## config.mk

```make
export PLATFORM = sky130hd
export DESIGN_NAME = hazard_unit_mdu_flat
export DESIGN_NICKNAME = d
export VERILOG_FILES = /design/src/rtl/hazard_unit_mdu_if.sv /design/src/rtl/hazard_unit_mdu.sv /design/src/flat_wrapper.sv
export SDC_FILE = /design/constraint.sdc
export NUM_CORES = 1
export LEC_CHECK = 0
export ABC_AREA = 1
export CAP_MARGIN = 15
export CORE_AREA = 2 2 70 85
export CTS_BUF_LIST = sky130_fd_sc_hd__clkbuf_2
export DETAILED_ROUTE_END_ITERATION = 16
export DIE_AREA = 0 0 72 87
export GPL_TIMING_DRIVEN = 0
export HOLD_SLACK_MARGIN = 0.12
export PLACE_DENSITY = 0.74
export SYNTH_ARGS = -nofsm -noshare
export SYNTH_HDL_FRONTEND = slang
export SYNTH_SLANG_ARGS = --single-unit
```

## constraint.sdc

```tcl
create_clock -name clk -period 2.7 [get_ports clk]
set_clock_uncertainty 0.2 [all_clocks]
set_input_delay 0.54 -clock clk [delete_from_list [all_inputs] [get_ports clk]]
set_output_delay 0.54 -clock clk [all_outputs]
set_load 0.005 [all_outputs]
```

## src/rtl/hazard_unit_mdu_if.sv

```systemverilog
// Pipeline-side hazard bundle: register addresses, write enables and MDU status in,
// stall/flush/forward controls and the stall performance counter out.
interface hazard_unit_mdu_if #(
  parameter int unsigned REG_AW = 5,
  parameter int unsigned PERF_W = 16
);
  logic [REG_AW-1:0] RsD, RtD, RsE, RtE;
  logic [REG_AW-1:0] WriteRegE, WriteRegM, WriteRegW;
  logic              RegWriteE, RegWriteM, RegWriteW;
  logic              MemtoRegE, MemtoRegM;
  logic              BranchD;
  logic              MduStartE, MduDivE, MduOpD, HiLoReadD;
  logic              PerfClr;
  logic [1:0]        ForwardAE, ForwardBE;
  logic              ForwardAD, ForwardBD;
  logic              StallF, StallD, FlushE;
  logic              MduBusy;
  logic [PERF_W-1:0] StallCount;

  modport master (
    output RsD, RtD, RsE, RtE, WriteRegE, WriteRegM, WriteRegW,
           RegWriteE, RegWriteM, RegWriteW, MemtoRegE, MemtoRegM, BranchD,
           MduStartE, MduDivE, MduOpD, HiLoReadD, PerfClr,
    input  ForwardAE, ForwardBE, ForwardAD, ForwardBD,
           StallF, StallD, FlushE, MduBusy, StallCount
  );

  modport slave (
    input  RsD, RtD, RsE, RtE, WriteRegE, WriteRegM, WriteRegW,
           RegWriteE, RegWriteM, RegWriteW, MemtoRegE, MemtoRegM, BranchD,
           MduStartE, MduDivE, MduOpD, HiLoReadD, PerfClr,
    output ForwardAE, ForwardBE, ForwardAD, ForwardBD,
           StallF, StallD, FlushE, MduBusy, StallCount
  );
endinterface

```

## src/rtl/hazard_unit_mdu.sv

```systemverilog
// Hazard/forwarding unit for the 5-stage MIPS pipeline with optional forwarding,
// multi-cycle MDU interlock and a saturating stall-cycle counter.
module hazard_unit_mdu #(
  parameter int unsigned REG_AW  = 5,
  parameter int unsigned EN_FWD  = 1,
  parameter int unsigned MUL_LAT = 4,
  parameter int unsigned DIV_LAT = 32,
  parameter int unsigned PERF_W  = 16
) (
  input  logic                clk,
  input  logic                rst_n,
  hazard_unit_mdu_if.slave    hz
);

  localparam int unsigned MAX_LAT = (MUL_LAT > DIV_LAT) ? MUL_LAT : DIV_LAT;
  localparam int unsigned CW      = $clog2(MAX_LAT + 1);
  localparam logic [CW-1:0] MUL_LD = CW'(MUL_LAT - 1);
  localparam logic [CW-1:0] DIV_LD = CW'(DIV_LAT - 1);

  function automatic logic hit(input logic [REG_AW-1:0] src,
                               input logic [REG_AW-1:0] dst,
                               input logic              we);
    return (src != '0) && (src == dst) && we;
  endfunction

  logic rsDE, rtDE, rsDM, rtDM, rsEM, rtEM, rsEW, rtEW;
  logic [1:0] fwdAE, fwdBE;
  logic fwdAD, fwdBD;
  logic lwStall, brStall, rawStall, mduStall, stall;
  logic [CW-1:0] cnt, mduLd;
  logic [PERF_W-1:0] perfCnt;

  assign rsDE = hit(hz.RsD, hz.WriteRegE, hz.RegWriteE);
  assign rtDE = hit(hz.RtD, hz.WriteRegE, hz.RegWriteE);
  assign rsDM = hit(hz.RsD, hz.WriteRegM, hz.RegWriteM);
  assign rtDM = hit(hz.RtD, hz.WriteRegM, hz.RegWriteM);
  assign rsEM = hit(hz.RsE, hz.WriteRegM, hz.RegWriteM);
  assign rtEM = hit(hz.RtE, hz.WriteRegM, hz.RegWriteM);
  assign rsEW = hit(hz.RsE, hz.WriteRegW, hz.RegWriteW);
  assign rtEW = hit(hz.RtE, hz.WriteRegW, hz.RegWriteW);

  // M result is newer than W, so it wins when both stages target the same register
  always_comb begin
    fwdAE = 2'b00;
    fwdBE = 2'b00;
    fwdAD = 1'b0;
    fwdBD = 1'b0;
    if (EN_FWD != 0) begin
      if (rsEM)      fwdAE = 2'b10;
      else if (rsEW) fwdAE = 2'b01;
      if (rtEM)      fwdBE = 2'b10;
      else if (rtEW) fwdBE = 2'b01;
      fwdAD = rsDM;
      fwdBD = rtDM;
    end
  end

  assign lwStall  = hz.MemtoRegE && (rsDE || rtDE);
  assign brStall  = hz.BranchD && (rsDE || rtDE || (hz.MemtoRegM && (rsDM || rtDM)));
  // Register file writes in the first half-cycle, so a W producer never stalls
  assign rawStall = (EN_FWD == 0) && (rsDE || rtDE || rsDM || rtDM);

  assign mduLd    = hz.MduDivE ? DIV_LD : MUL_LD;
  assign mduStall = rst_n && ((cnt != '0) || (hz.MduStartE && (mduLd != '0)))
                    && (hz.MduOpD || hz.HiLoReadD);

  assign stall = lwStall || brStall || rawStall || mduStall;

  always_ff @(posedge clk or negedge rst_n) begin
    if (!rst_n) begin
      cnt <= '0;
    end else if (hz.MduStartE) begin
      cnt <= mduLd;
    end else if (cnt != '0) begin
      cnt <= cnt - 1'b1;
    end
  end

  always_ff @(posedge clk or negedge rst_n) begin
    if (!rst_n) begin
      perfCnt <= '0;
    end else if (hz.PerfClr) begin
      perfCnt <= '0;
    end else if (stall && (perfCnt != '1)) begin
      perfCnt <= perfCnt + 1'b1;
    end
  end

  assign hz.ForwardAE  = fwdAE;
  assign hz.ForwardBE  = fwdBE;
  assign hz.ForwardAD  = fwdAD;
  assign hz.ForwardBD  = fwdBD;
  assign hz.StallF     = stall;
  assign hz.StallD     = stall;
  assign hz.FlushE     = stall;
  assign hz.MduBusy    = (cnt != '0);
  assign hz.StallCount = perfCnt;

endmodule

```

## src/flat_wrapper.sv

```systemverilog
// flat-port wrapper written by rule: the top's interface ports become plain ports
module hazard_unit_mdu_flat 
#(
  parameter int unsigned REG_AW  = 5,
  parameter int unsigned EN_FWD  = 1,
  parameter int unsigned MUL_LAT = 4,
  parameter int unsigned DIV_LAT = 32,
  parameter int unsigned PERF_W  = 16
)
  (clk, rst_n, hz_RsD, hz_RtD, hz_RsE, hz_RtE, hz_WriteRegE, hz_WriteRegM, hz_WriteRegW, hz_RegWriteE, hz_RegWriteM, hz_RegWriteW, hz_MemtoRegE, hz_MemtoRegM, hz_BranchD, hz_MduStartE, hz_MduDivE, hz_MduOpD, hz_HiLoReadD, hz_PerfClr, hz_ForwardAE, hz_ForwardBE, hz_ForwardAD, hz_ForwardBD, hz_StallF, hz_StallD, hz_FlushE, hz_MduBusy, hz_StallCount);
  hazard_unit_mdu_if #(.REG_AW(REG_AW), .PERF_W(PERF_W)) hz_i ();
  input  logic clk;
  input  logic rst_n;
  input wire logic [$bits(hz_i.RsD)-1:0] hz_RsD;
  input wire logic [$bits(hz_i.RtD)-1:0] hz_RtD;
  input wire logic [$bits(hz_i.RsE)-1:0] hz_RsE;
  input wire logic [$bits(hz_i.RtE)-1:0] hz_RtE;
  input wire logic [$bits(hz_i.WriteRegE)-1:0] hz_WriteRegE;
  input wire logic [$bits(hz_i.WriteRegM)-1:0] hz_WriteRegM;
  input wire logic [$bits(hz_i.WriteRegW)-1:0] hz_WriteRegW;
  input wire logic [$bits(hz_i.RegWriteE)-1:0] hz_RegWriteE;
  input wire logic [$bits(hz_i.RegWriteM)-1:0] hz_RegWriteM;
  input wire logic [$bits(hz_i.RegWriteW)-1:0] hz_RegWriteW;
  input wire logic [$bits(hz_i.MemtoRegE)-1:0] hz_MemtoRegE;
  input wire logic [$bits(hz_i.MemtoRegM)-1:0] hz_MemtoRegM;
  input wire logic [$bits(hz_i.BranchD)-1:0] hz_BranchD;
  input wire logic [$bits(hz_i.MduStartE)-1:0] hz_MduStartE;
  input wire logic [$bits(hz_i.MduDivE)-1:0] hz_MduDivE;
  input wire logic [$bits(hz_i.MduOpD)-1:0] hz_MduOpD;
  input wire logic [$bits(hz_i.HiLoReadD)-1:0] hz_HiLoReadD;
  input wire logic [$bits(hz_i.PerfClr)-1:0] hz_PerfClr;
  output wire logic [$bits(hz_i.ForwardAE)-1:0] hz_ForwardAE;
  output wire logic [$bits(hz_i.ForwardBE)-1:0] hz_ForwardBE;
  output wire logic [$bits(hz_i.ForwardAD)-1:0] hz_ForwardAD;
  output wire logic [$bits(hz_i.ForwardBD)-1:0] hz_ForwardBD;
  output wire logic [$bits(hz_i.StallF)-1:0] hz_StallF;
  output wire logic [$bits(hz_i.StallD)-1:0] hz_StallD;
  output wire logic [$bits(hz_i.FlushE)-1:0] hz_FlushE;
  output wire logic [$bits(hz_i.MduBusy)-1:0] hz_MduBusy;
  output wire logic [$bits(hz_i.StallCount)-1:0] hz_StallCount;
  assign hz_i.RsD = hz_RsD;
  assign hz_i.RtD = hz_RtD;
  assign hz_i.RsE = hz_RsE;
  assign hz_i.RtE = hz_RtE;
  assign hz_i.WriteRegE = hz_WriteRegE;
  assign hz_i.WriteRegM = hz_WriteRegM;
  assign hz_i.WriteRegW = hz_WriteRegW;
  assign hz_i.RegWriteE = hz_RegWriteE;
  assign hz_i.RegWriteM = hz_RegWriteM;
  assign hz_i.RegWriteW = hz_RegWriteW;
  assign hz_i.MemtoRegE = hz_MemtoRegE;
  assign hz_i.MemtoRegM = hz_MemtoRegM;
  assign hz_i.BranchD = hz_BranchD;
  assign hz_i.MduStartE = hz_MduStartE;
  assign hz_i.MduDivE = hz_MduDivE;
  assign hz_i.MduOpD = hz_MduOpD;
  assign hz_i.HiLoReadD = hz_HiLoReadD;
  assign hz_i.PerfClr = hz_PerfClr;
  assign hz_ForwardAE = hz_i.ForwardAE;
  assign hz_ForwardBE = hz_i.ForwardBE;
  assign hz_ForwardAD = hz_i.ForwardAD;
  assign hz_ForwardBD = hz_i.ForwardBD;
  assign hz_StallF = hz_i.StallF;
  assign hz_StallD = hz_i.StallD;
  assign hz_FlushE = hz_i.FlushE;
  assign hz_MduBusy = hz_i.MduBusy;
  assign hz_StallCount = hz_i.StallCount;
  hazard_unit_mdu #(.REG_AW(REG_AW), .EN_FWD(EN_FWD), .MUL_LAT(MUL_LAT), .DIV_LAT(DIV_LAT), .PERF_W(PERF_W)) u_core (.clk(clk), .rst_n(rst_n), .hz(hz_i));
endmodule
```

Word level (Yosys, flattened, before mapping) --
Cells that the tools add are included.
Storage, ports and cells: register bits after elaboration 22, input bits 48, output and inout port bits 26, logic and storage cells 60
Cells by class: $add $sub $neg 2, equality and inequality tests 9, multiplexer cells 9, reduce and logical (&&, ||, !) cells 38
Operators by type and width (number):
- 5-bit == test | 8
- 16-bit 2-to-1 mux | 2
- 1-bit logical AND | 23
- 5-bit nonzero test | 4
- 16-bit by 1-bit adder with 16-bit output, second input constant | 1
- 16-bit inequality test, second input constant | 1
- 6-bit 2-to-1 mux | 2
- 6-bit nonzero test | 2
- 1-bit logical OR | 7
- 6-bit by 1-bit subtractor with 6-bit output, second input constant | 1
- 5-bit 2-to-1 mux | 1
- 2-bit 2-to-1 mux | 2
- 2-bit nonzero test | 2
- 1-bit 2-to-1 mux | 2

Longest topological paths before layout --
Gate-level depths: netlist of run 1.
word-level depth 12, mapped depth 16, gate-level depth less buffers 15

Least setup slack after synthesis of run 1 --
No wires, ideal clock.
path type register to output, from register u_core.cnt[0], to output hz_StallD, data arrival time 1.609 ns, data required time 1.960 ns, setup slack 0.351 ns, stages on the path, launching flop included 10, path buffers 2, cell sequence dfrtp_1 -> inv_1 -> ha_1 -> nand3_1 -> nor3_1 -> nand2_1 -> o211ai_1 -> nand2_4 -> buf_2 -> buf_4
Between the ends: word-level cells in the longest chain between the ends 5
RTL lines:
- start, declared | RTL line hazard_unit_mdu.sv:30 | logic [CW-1:0] cnt, mduLd;
- start signal, assigned | RTL line hazard_unit_mdu.sv:73 | cnt <= mduLd;
- start signal, assigned | RTL line hazard_unit_mdu.sv:75 | cnt <= cnt - 1'b1;
- 6-bit nonzero test | RTL line hazard_unit_mdu.sv:64 | assign mduStall = rst_n && ((cnt != '0) || (hz.MduStartE && (mduLd != '0)))
- 1-bit logical OR | RTL line hazard_unit_mdu.sv:64
- 1-bit logical AND | RTL line hazard_unit_mdu.sv:64
- 1-bit logical AND | RTL line hazard_unit_mdu.sv:65 | && (hz.MduOpD || hz.HiLoReadD);
- 1-bit logical OR | RTL line hazard_unit_mdu.sv:67 | assign stall = lwStall || brStall || rawStall || mduStall;
- end, declared | RTL line flat_wrapper.sv:37 | output wire logic [$bits(hz_i.StallD)-1:0] hz_StallD;
No other way between the ends.

Final worst setup path of run 1 --
from register u_core.cnt[1], to output hz_StallD
The elaborated chain is that of the path after synthesis.

==> results of run 1 <==
timing repair:
action,in CTS,in global routing
hold endpoints to repair,22,0
gates resized for setup,87,7
pin swaps,14,10
gates cloned,1,0
setup buffers,16,7
endpoints found under the setup margin,10,9
hold buffers,1,0
cell families (layout without fill, tap and decap cells):
group | Yosys count | count (layout)
flops | 22 | 22
compound gates | 18 | 18
fa+ha+maj | 2 | 2
simple gates | 185 | 186
xor+xnor | 36 | 36
buf+inv | 61 | 160
routing by layer:
| layer | track usage | wire length (µm) |
|---|---|---|
| met1 | 0.251 | 2720 |
| met2 | 0.370 | 3190 |
| met3 | 0.0266 | 384 |
| met4 | 0.0446 | 48 |
| met5 | 0 | 0 |
worst min-delay path, delay by kind of cell, from the launching register on:
family,cells,cell delay [ns]
AO/OA/AOI/OAI,1,0.05
buffers and inverters,1,0.12
flip-flops,1,0.41
cell type report:
| cell class | instances | area share |
|---|---|---|
| inverters | 50 | 0.0586 |
| clock buffers | 3 | 0.00469 |
| repair buffers | 96 | 0.273 |
| multi-input cells | 242 | 0.436 |
| well taps | 64 | 0.0250 |
| clock inverters | 1 | 0.00938 |
| plain buffers | 10 | 0.0215 |
| flip-flops and latches | 22 | 0.172 |
through the flow:
stage | util | std cells
floorplan | - | 324
global placement | 0.531 | 461
detailed placement | 0.531 | 461
CTS | 0.568 | 481
global route | 0.580 | 488
finish | 0.580 | 488
worst min-delay path by stage:
stage	start	endpoint	slack, ns
after floorplan	rst_n	u_core.cnt[0]$_DFFE_PN0N_	0.04
after global placement	u_core.cnt[0]$_DFFE_PN0N_	u_core.cnt[0]$_DFFE_PN0N_	0.26
after detailed placement	u_core.cnt[0]$_DFFE_PN0N_	u_core.cnt[0]$_DFFE_PN0N_	0.27
after CTS	u_core.cnt[0]$_DFFE_PN0N_	u_core.cnt[0]$_DFFE_PN0N_	0.38
after global routing	u_core.cnt[1]$_DFFE_PN0N_	u_core.cnt[1]$_DFFE_PN0N_	0.40
final	u_core.cnt[0]$_DFFE_PN0N_	u_core.cnt[0]$_DFFE_PN0N_	0.38
flip-flops by register name, summed over array words and instances (netlist names):
signal and cells:
u_core.hz.StallCount 16, u_core.cnt 6
synth_stat cells, types with 3 or more instances:
cell type	number
nor4_1	6
dfrtp_1	22
buf_4	4
buf_2	5
nand2_1	93
inv_1	43
nand4_1	19
xor2_1	21
o2111ai_1	4
nor3_1	3
inv_2	5
o21ai_0	6
xnor2_1	15
nand3_1	26
a21oi_1	5
nor2_1	30
power breakdown:
group | leakage (nW) | total, mW | internal (mW) | switching (mW)
registers | 0.294 | 0.352 | 0.342 | 0.0106
clock network | 0.0266 | 0.239 | 0.128 | 0.111
logic | 1.41 | 0.288 | 0.141 | 0.147
==> impl_metrics.py, run 1 <==
metrics = {
    "status": {
        "status": "finished, violations left",
        "violations": "negative setup slack",
    },
    "global_route": {
        "antenna_found_initial": 0,
        "grt_pass1_vias": 2298,
        "track_usage": 0.202,
        "grt_pass1_wl_mm": 10.2,
        "grt_max_degree": 23,
        "grt_overflow": 0,
    },
    "critical_path": {
        "cpPeakStageDelay_ns": 0.44,
        "cp_top_family": "flip-flops",
        "reg2reg_from": "u_core.cnt[1]$_DFFE_PN0N_",
        "critPathRequiredTime_ns": 1.96,
        "path_cells": "inv_2 > ha_4 > nand3_4 > nor3_4 > nand2_2 > o211ai_1 > nand2_8 > buf_6 > buf_6 > buf_6",
        "crit_arrival_ns": 1.99,
        "crit_type": "register to output port",
        "endpoint_kind": "output port",
        "cpMostUsedCell": "buf_6",
        "r2r_end": "u_core.hz.StallCount[2]$_DFFE_PN0P_",
        "start_kind": "register",
        "crit_fanout": 3,
        "crit_slowest_cell": "dfrtp_1",
        "critPathBufInv": 4,
        "startpoint": "u_core.cnt[1]$_DFFE_PN0N_",
        "cp.depth": 10,
        "rrSetupSlack_ns": 0.46,
        "reg2regPathDepth": 13,
        "crit_end": "hz_StallD",
    },
    "logic_synthesis": {
        "synth_cell_types": 30,
        "muxShareOfSynthArea": 0,
        "synth_compound_area_frac": 0.0520,
        "synthCells": 324,
        "yosys_register_bits": 22,
        "async_flop_share": 1.00,
        "yosys.area_share.simple": 0.406,
        "syn_area_per_cell_um2": 6.54,
        "synth_xor_area_frac": 0.149,
        "synthTopCellsByArea": "dfrtp_1, nand2_1, xor2_1",
        "synth_top_area_frac": 0.260,
        "syn-cell-area_um2": 2120,
        "synth_seq_area_share": 0.260,
        "yosys_warnings": 0,
        "synth_top_family_by_area": "simple AND/OR/NAND/NOR gates",
        "synth_flop_cell": "dfrtp_1",
        "synth_edf_count": 0,
        "synth_area_leader_cell": "dfrtp_1",
        "synthAdderAreaFrac": 0.0118,
        "synth_nets": 374,
    },
    "clock_tree": {
        "clkSlewWorstSetupHoldPaths_ns": 0.24,
        "ctsHtreeMaxLevel": 1,
        "cts.path.max_buffers": 2,
        "root_buffer": "clkbuf_2",
        "clock_latency_ns": 0.35,
        "cts_sinks": 22,
        "cts_buffers": 3,
        "cts_tree": "done",
    },
    "timing": {
        "setup_viol": 1,
        "period_share": 1.01,
        "hold_ws_ns": 0.380,
        "timing.setup.tns_ns": -0.0321,
        "report.final.slew_viol_count": 0,
        "fmaxAchievable_ghz": 0.366,
        "hold_viol_final": 0,
        "fin_ws_ns": -0.0321,
        "grt_setup_unrepaired": "true",
        "tightest_slew_ns": 0.503,
        "relSlewSlack": 0.663,
        "finalCriticalPeriod_ns": 2.73,
    },
    "finish": {
        "multi_input_area_um2": 1400,
        "fin_nets": 475,
        "nFillCells": 524,
        "area_delta_synth_final_pct": 51.2,
        "final_layout_size_suffix_gt1_frac": 0.177,
        "diodes": 0,
        "layout_common_cells": "nand2_1, inv_1, dlygate4sd2_1, clkdlybuf4s50_1, nor2_1",
        "final_area_um2": 3200,
        "mostFrequentLayoutCell": "nand2_1",
        "seq_area_um2": 551,
    },
    "worst_hold_path": {
        "hold_path_class": "register to register",
        "min_path_cells": 2,
    },
    "floorplanning": {
        "ios": 74,
        "die_area_um2": 6260,
        "initial_core_util": 0.384,
        "core_area_um2": 5520,
        "die_h_um": 87,
        "num_rows": 30,
        "die-width_um": 72,
    },
    "routing": {
        "drc": 0,
        "wl_mm": 6.34,
        "via_per_inst": 4.90,
        "wire_per_inst_um": 13.0,
        "drt_iter0_drc": 110,
        "drtAntennaViolNets": 0,
        "vias": 2393,
        "firstDrtPassIters": 4,
    },
    "place": {
        "hpwl_mm": 4.57,
        "dpl_worst_slack_ns": -1.23,
        "io_buffers": 73,
        "gp_congestion": 0.898,
        "place_area_um2": 2930,
    },
    "power": {
        "max-vdd-ir-drop_mv": 0.319,
        "power.total_mw": 0.879,
        "power_density_nw_per_um2": 275,
        "leakagePower_nw": 1.73,
    },
    "flow_run": {
        "maxCapViolations": 0,
    },
}
Power figures use the tool's default switching activity.
==> run 2: changes to the inputs <==
--- a/config.mk
+++ b/config.mk
@@ -11,9 +11,10 @@
 export CTS_BUF_LIST = sky130_fd_sc_hd__clkbuf_2
 export DETAILED_ROUTE_END_ITERATION = 16
 export DIE_AREA = 0 0 72 87
+export DONT_BUFFER_PORTS = 1
 export GPL_TIMING_DRIVEN = 0
 export HOLD_SLACK_MARGIN = 0.12
-export PLACE_DENSITY = 0.74
+export PLACE_DENSITY = 0.54
 export SYNTH_ARGS = -nofsm -noshare
 export SYNTH_HDL_FRONTEND = slang
 export SYNTH_SLANG_ARGS = --single-unit
==> run 2 against run 1 <==
The run now ends clean. Final cell count fell by 17%. Count of clock-buffer cells in the layout did not move. First-iteration DRC count fell by 20%. Utilization fell by 14 points. Sequential share of layout area rose by 5.4 points. Flip-flop and latch count did not move. Register-to-register slack barely moved. Wire length fell by 11%. Hold slack got worse by 0.25 ns.
==> impl_metrics.py, run 2 (synthesis gave the netlist of run 1 again) <==
metrics = {
    "floorplanning": {
        "initial_core_util": 0.384,
        "die_h_um": 87,
        "die_area_um2": 6260,
        "num_rows": 30,
        "ios": 74,
        "die-width_um": 72,
        "core_area_um2": 5520,
    },
    "timing": {
        "hold_viol_final": 0,
        "report.final.slew_viol_count": 0,
        "grt_setup_unrepaired": "true",
        "period_share": 0.979,
        "fmaxAchievable_ghz": 0.378,
        "hold_ws_ns": 0.135,
        "relSlewSlack": 0.635,
        "finalCriticalPeriod_ns": 2.64,
        "timing.setup.tns_ns": 0,
        "tightest_slew_ns": 0.546,
        "setup_viol": 0,
        "fin_ws_ns": 0.0576,
    },
    "place": {
        "io_buffers": 0,
        "place_area_um2": 2200,
        "dpl_worst_slack_ns": 0.0230,
        "gp_congestion": 0.811,
        "hpwl_mm": 4.37,
    },
    "routing": {
        "firstDrtPassIters": 4,
        "drc": 0,
        "drt_iter0_drc": 88,
        "wl_mm": 5.63,
        "via_per_inst": 5.07,
        "vias": 2055,
        "wire_per_inst_um": 13.9,
        "drtAntennaViolNets": 0,
    },
    "clock_tree": {
        "cts.path.max_buffers": 2,
        "cts_sinks": 22,
        "ctsHtreeMaxLevel": 1,
        "clkSlewWorstSetupHoldPaths_ns": 0.26,
        "cts_buffers": 3,
        "clock_latency_ns": 0.36,
        "cts_tree": "done",
        "root_buffer": "clkbuf_2",
    },
    "power": {
        "power_density_nw_per_um2": 327,
        "leakagePower_nw": 1.35,
        "max-vdd-ir-drop_mv": 0.264,
    },
    "finish": {
        "final_layout_size_suffix_gt1_frac": 0.126,
        "fin_nets": 392,
        "nFillCells": 591,
        "diodes": 0,
        "largest_reg_flops": 16,
        "final_area_um2": 2430,
        "area_delta_synth_final_pct": 14.8,
        "mostFrequentLayoutCell": "nand2_1",
        "layout_common_cells": "nand2_1, inv_1, nor2_1, nand3_1, dfrtp_1",
    },
    "critical_path": {
        "crit_arrival_ns": 1.90,
        "start_kind": "register",
        "reg2regPathDepth": 13,
        "reg2reg_from": "u_core.cnt[0]$_DFFE_PN0N_",
        "crit_type": "register to output port",
        "crit_fanout": 6,
        "endpoint_kind": "output port",
        "r2r_end": "u_core.hz.StallCount[4]$_DFFE_PN0P_",
        "rrSetupSlack_ns": 0.45,
        "critPathRequiredTime_ns": 1.96,
    },
    "worst_hold_path": {
        "hold_path_class": "input pin to register",
        "hold_end": "u_core.cnt[4]$_DFFE_PN0N_",
        "min_path_cells": 2,
        "hold_start": "hz_MduStartE",
    },
    "global_route": {
        "antenna_found_initial": 0,
        "track_usage": 0.186,
        "grt_pass1_wl_mm": 9.31,
        "grt_pass1_vias": 2067,
        "grt_max_degree": 23,
        "grt_overflow": 0,
    },
    "flow_run": {
        "maxCapViolations": 0,
    },
    "status": {
        "status": "completed",
    },
}
==> run 2: cell count changes in the layout (fill, tap and decap cells not counted), moves of 3 or more <==
cell             before  now
clkdlybuf4s50_1      29    0
dlygate4sd2_1        32    0
nor2_1               27   30
clkdlybuf4s15_2       7    0
nor2_2                3    0
buf_4                23   11
==> run 2: metrics by stage <==
step           utilization  cells  total power, mW
3_3_place_gp         0.398    388            0.506
4_1_cts              0.431    400            0.788
6_report             0.441    405            0.796
3_5_place_dp         0.398    388            0.508
5_1_grt              0.441    405            0.842
2_1_floorplan            -    324            0.479
==> run 2: worst max-delay path by stage <==
stage	start	end	slack, ns	cells past startpoint
floorplan	u_core.cnt[0]$_DFFE_PN0N_	hz_StallD	0.35	9
global placement	u_core.cnt[0]$_DFFE_PN0N_	hz_StallD	0.07	9
detailed placement	u_core.cnt[0]$_DFFE_PN0N_	hz_StallF	0.02	9
CTS	u_core.cnt[1]$_DFFE_PN0N_	hz_StallF	0.01	9
global route	u_core.cnt[0]$_DFFE_PN0N_	hz_StallF	-0.05	9
finish	u_core.cnt[0]$_DFFE_PN0N_	hz_StallD	0.06	9
==> run 2: critical path: stages, from the launching register on <==
cell	delay, ns
dfrtp_1	0.46
inv_2	0.09
ha_4	0.15
nand3_4	0.08
nor3_4	0.14
nand2_1	0.09
o211ai_1	0.19
nand2_4	0.09
buf_8	0.14
buf_6	0.11
==> run 2: repair_timing <==
item,CTS,global route
hold buffers,2,0
setup endpoints to repair,3,3
endpoints found under the hold margin,23,0
setup buffers,5,4
gates cloned,1,0
resized for setup,11,2
pin swaps,6,5
==> run 2: cell type report <==
class	count	area, µm²	share of cell area
plain buffers	11	87.6	0.0360
clock buffers	3	15.0	0.00617
clock inverters	1	30.0	0.0123
inverters	50	188	0.0772
multi-input cells	241	1350	0.553
flip-flops and latches	22	551	0.226
well taps	64	80.1	0.0329
repair buffers	13	135	0.0556
==> run 2: report_power, final <==
group | leakage (nW) | switching, mW | internal [mW]
sequential | 0.294 | 0.0114 | 0.342
combinational | 1.03 | 0.104 | 0.0960
clock | 0.0266 | 0.115 | 0.128
==> run 2: metal layers <==
metal  vias up  part of all wire  global-route usage
met1       929              0.39               0.210
met5         -                 0                   0
met2        50              0.53               0.348
met3         8             0.061              0.0405
li1       1068                 -                   -
met4         0             0.016              0.0515
==> run 3: changes to the inputs <==
--- a/config.mk
+++ b/config.mk
@@ -7,14 +7,16 @@
 export LEC_CHECK = 0
 export ABC_AREA = 1
 export CAP_MARGIN = 15
-export CORE_AREA = 2 2 70 85
+export CELL_PAD_IN_SITES_DETAIL_PLACEMENT = 2
+export CELL_PAD_IN_SITES_GLOBAL_PLACEMENT = 2
+export CORE_AREA = 2 2 76 92
 export CTS_BUF_LIST = sky130_fd_sc_hd__clkbuf_2
 export DETAILED_ROUTE_END_ITERATION = 16
-export DIE_AREA = 0 0 72 87
+export DIE_AREA = 0 0 78 94
 export DONT_BUFFER_PORTS = 1
 export GPL_TIMING_DRIVEN = 0
 export HOLD_SLACK_MARGIN = 0.12
-export PLACE_DENSITY = 0.54
+export PLACE_DENSITY = 0.81
 export SYNTH_ARGS = -nofsm -noshare
 export SYNTH_HDL_FRONTEND = slang
 export SYNTH_SLANG_ARGS = --single-unit
==> run 3 against run 2 <==
Die area grew 17%. Critical endpoint is now hz_StallF. First-iteration DRC count down 44%. Flip-flop and latch count is the same. Sequential power barely moved. Largest cell class unchanged. Combinational power up 7%. Hold slack better by 0.016 ns.
==> impl_metrics.py, run 3 (synthesis gave the netlist of run 1 again) <==
metrics = {
    "routing": {
        "wl_mm": 7.46,
        "drtAntennaViolNets": 0,
        "drt_iter0_drc": 49,
        "vias": 2214,
        "drc": 0,
        "wire_per_inst_um": 17.3,
        "firstDrtPassIters": 5,
        "via_per_inst": 5.15,
    },
    "critical_path": {
        "critPathRequiredTime_ns": 1.96,
        "crit_type": "register to output port",
        "endpoint_kind": "output port",
        "start_kind": "register",
        "crit_fanout": 6,
        "crit_arrival_ns": 1.94,
    },
    "power": {
        "max-vdd-ir-drop_mv": 0.194,
        "power_density_nw_per_um2": 329,
        "leakagePower_nw": 1.37,
    },
    "timing": {
        "grt_setup_unrepaired": "true",
        "fin_ws_ns": 0.0198,
        "finalCriticalPeriod_ns": 2.68,
        "period_share": 0.993,
        "fmaxAchievable_ghz": 0.373,
        "setup_viol": 0,
        "relSlewSlack": 0.640,
        "hold_viol_final": 0,
        "report.final.slew_viol_count": 0,
        "tightest_slew_ns": 0.538,
    },
    "place": {
        "dpl_worst_slack_ns": 0.0168,
        "io_buffers": 0,
        "placedCellCount": 409,
        "hpwl_mm": 5.64,
        "gp_congestion": 0.755,
    },
    "global_route": {
        "gr-usage-met2": 0.391,
        "grt_max_degree": 23,
        "grt_pass1_wl_mm": 12.2,
        "antenna_found_initial": 0,
        "gr-usage-met1": 0.252,
        "gr-usage-met3": 0.0288,
        "track_usage": 0.210,
        "grt_pass1_vias": 2449,
        "grt_overflow": 0,
        "busiest_layer": "met2",
    },
    "clock_tree": {
        "ctsHtreeMaxLevel": 1,
        "cts.path.max_buffers": 2,
        "cts_sinks": 22,
        "cts_tree": "done",
        "root_buffer": "clkbuf_2",
        "clkSlewWorstSetupHoldPaths_ns": 0.29,
        "clock_latency_ns": 0.39,
        "cts_buffers": 3,
    },
    "finish": {
        "instances_no_fill": 430,
        "area_delta_synth_final_pct": 17.7,
        "fin_nets": 396,
        "diodes": 0,
        "final_layout_size_suffix_gt1_frac": 0.136,
        "seq_area_um2": 551,
        "layout_common_cells": "nand2_1, inv_1, nor2_1, nand3_1, dfrtp_1",
        "multi_input_area_um2": 1350,
        "mostFrequentLayoutCell": "nand2_1",
        "largest_reg_flops": 16,
        "nFillCells": 798,
    },
    "floorplanning": {
        "die-width_um": 78,
        "die_area_um2": 7330,
        "num_rows": 32,
        "initial_core_util": 0.331,
        "ios": 74,
        "core_area_um2": 6410,
        "die_h_um": 94,
    },
    "flow_run": {
        "maxCapViolations": 0,
    },
    "status": {
        "status": "completed",
    },
    "worst_hold_path": {
        "hold_path_class": "input pin to register",
    },
}
run 3: changes by cell type in the layout (fill, tap and decap cells not counted):
cell / before / now
buf_4: 11 / 14
dlygate4sd3_1: 2 / 3
nand2_1: 93 / 92
nand2_2: 1 / 2
run 3: metal layers:
metal / wire length, µm / vias up
met3: 355 / 8
met4: 100 / 0
met2: 3880 / 48
li1: - / 1074
met5: 0 / -
met1: 3120 / 1084
run 3: what timing repair did:
item | in CTS | in global routing
setup buffers | 8 | 4
endpoints found under the setup margin | 3 | 3
hold buffers | 3 | 0
pin swaps | 6 | 5
cloned | 1 | 0
resized for setup | 14 | 0
hold endpoints to repair | 24 | 0
run 3: final cells by class:
| class | count | area share |
|---|---|---|
| plain buffers | 11 | 0.0351 |
| clock buffers | 3 | 0.00602 |
| clock inverters | 1 | 0.0120 |
| inverters | 50 | 0.0753 |
| multi-input cells | 241 | 0.541 |
| flip-flops and latches | 22 | 0.221 |
| well taps | 85 | 0.0426 |
| repair buffers | 17 | 0.0672 |
run 3: final timing paths:
check | slack (ns) | cells past startpoint | end | from
max reg2reg | 0.40 | 13 | u_core.hz.StallCount[9]$_DFFE_PN0P_ | u_core.cnt[1]$_DFFE_PN0N_
min in group asynchronous | 0.31 | 1 | u_core.cnt[5]$_DFFE_PN0N_ | rst_n
min reg2reg | 0.39 | 2 | u_core.cnt[0]$_DFFE_PN0N_ | u_core.cnt[0]$_DFFE_PN0N_
min | 0.15 | 3 | u_core.cnt[5]$_DFFE_PN0N_ | hz_MduStartE
max in group asynchronous | 1.45 | 2 | u_core.hz.StallCount[9]$_DFFE_PN0P_ | rst_n
max | 0.02 | 9 | hz_StallF | u_core.cnt[1]$_DFFE_PN0N_
run 3: critical path, cell delays in order (launching register included):
cell and delay (ns):
dfrtp_1 0.47, inv_2 0.09, ha_4 0.14, nand3_4 0.07
nor3_4 0.15, nand2_2 0.09, o211ai_1 0.17, nand2_4 0.10
buf_8 0.15, buf_6 0.11
run 3: through the flow:
stage          total power [mW]  hold slack (ns)  utilization  area (µm²)  setup TNS (ns)
2_1_floorplan             0.479           0.0444            -        2120               0
3_3_place_gp              0.508           0.0449        0.347        2220               0
3_5_place_dp              0.516           0.0449        0.347        2220               0
4_1_cts                   0.810            0.155        0.382        2450         -0.0966
5_1_grt                   0.859            0.140        0.389        2490          -0.219
6_report                  0.820            0.150        0.389        2490               0
run 3: power breakdown:
part	switching (mW)	leakage, nW	internal, mW
Sequential	0.0120	0.294	0.342
Combinational	0.116	1.05	0.0992
Clock	0.123	0.0266	0.128
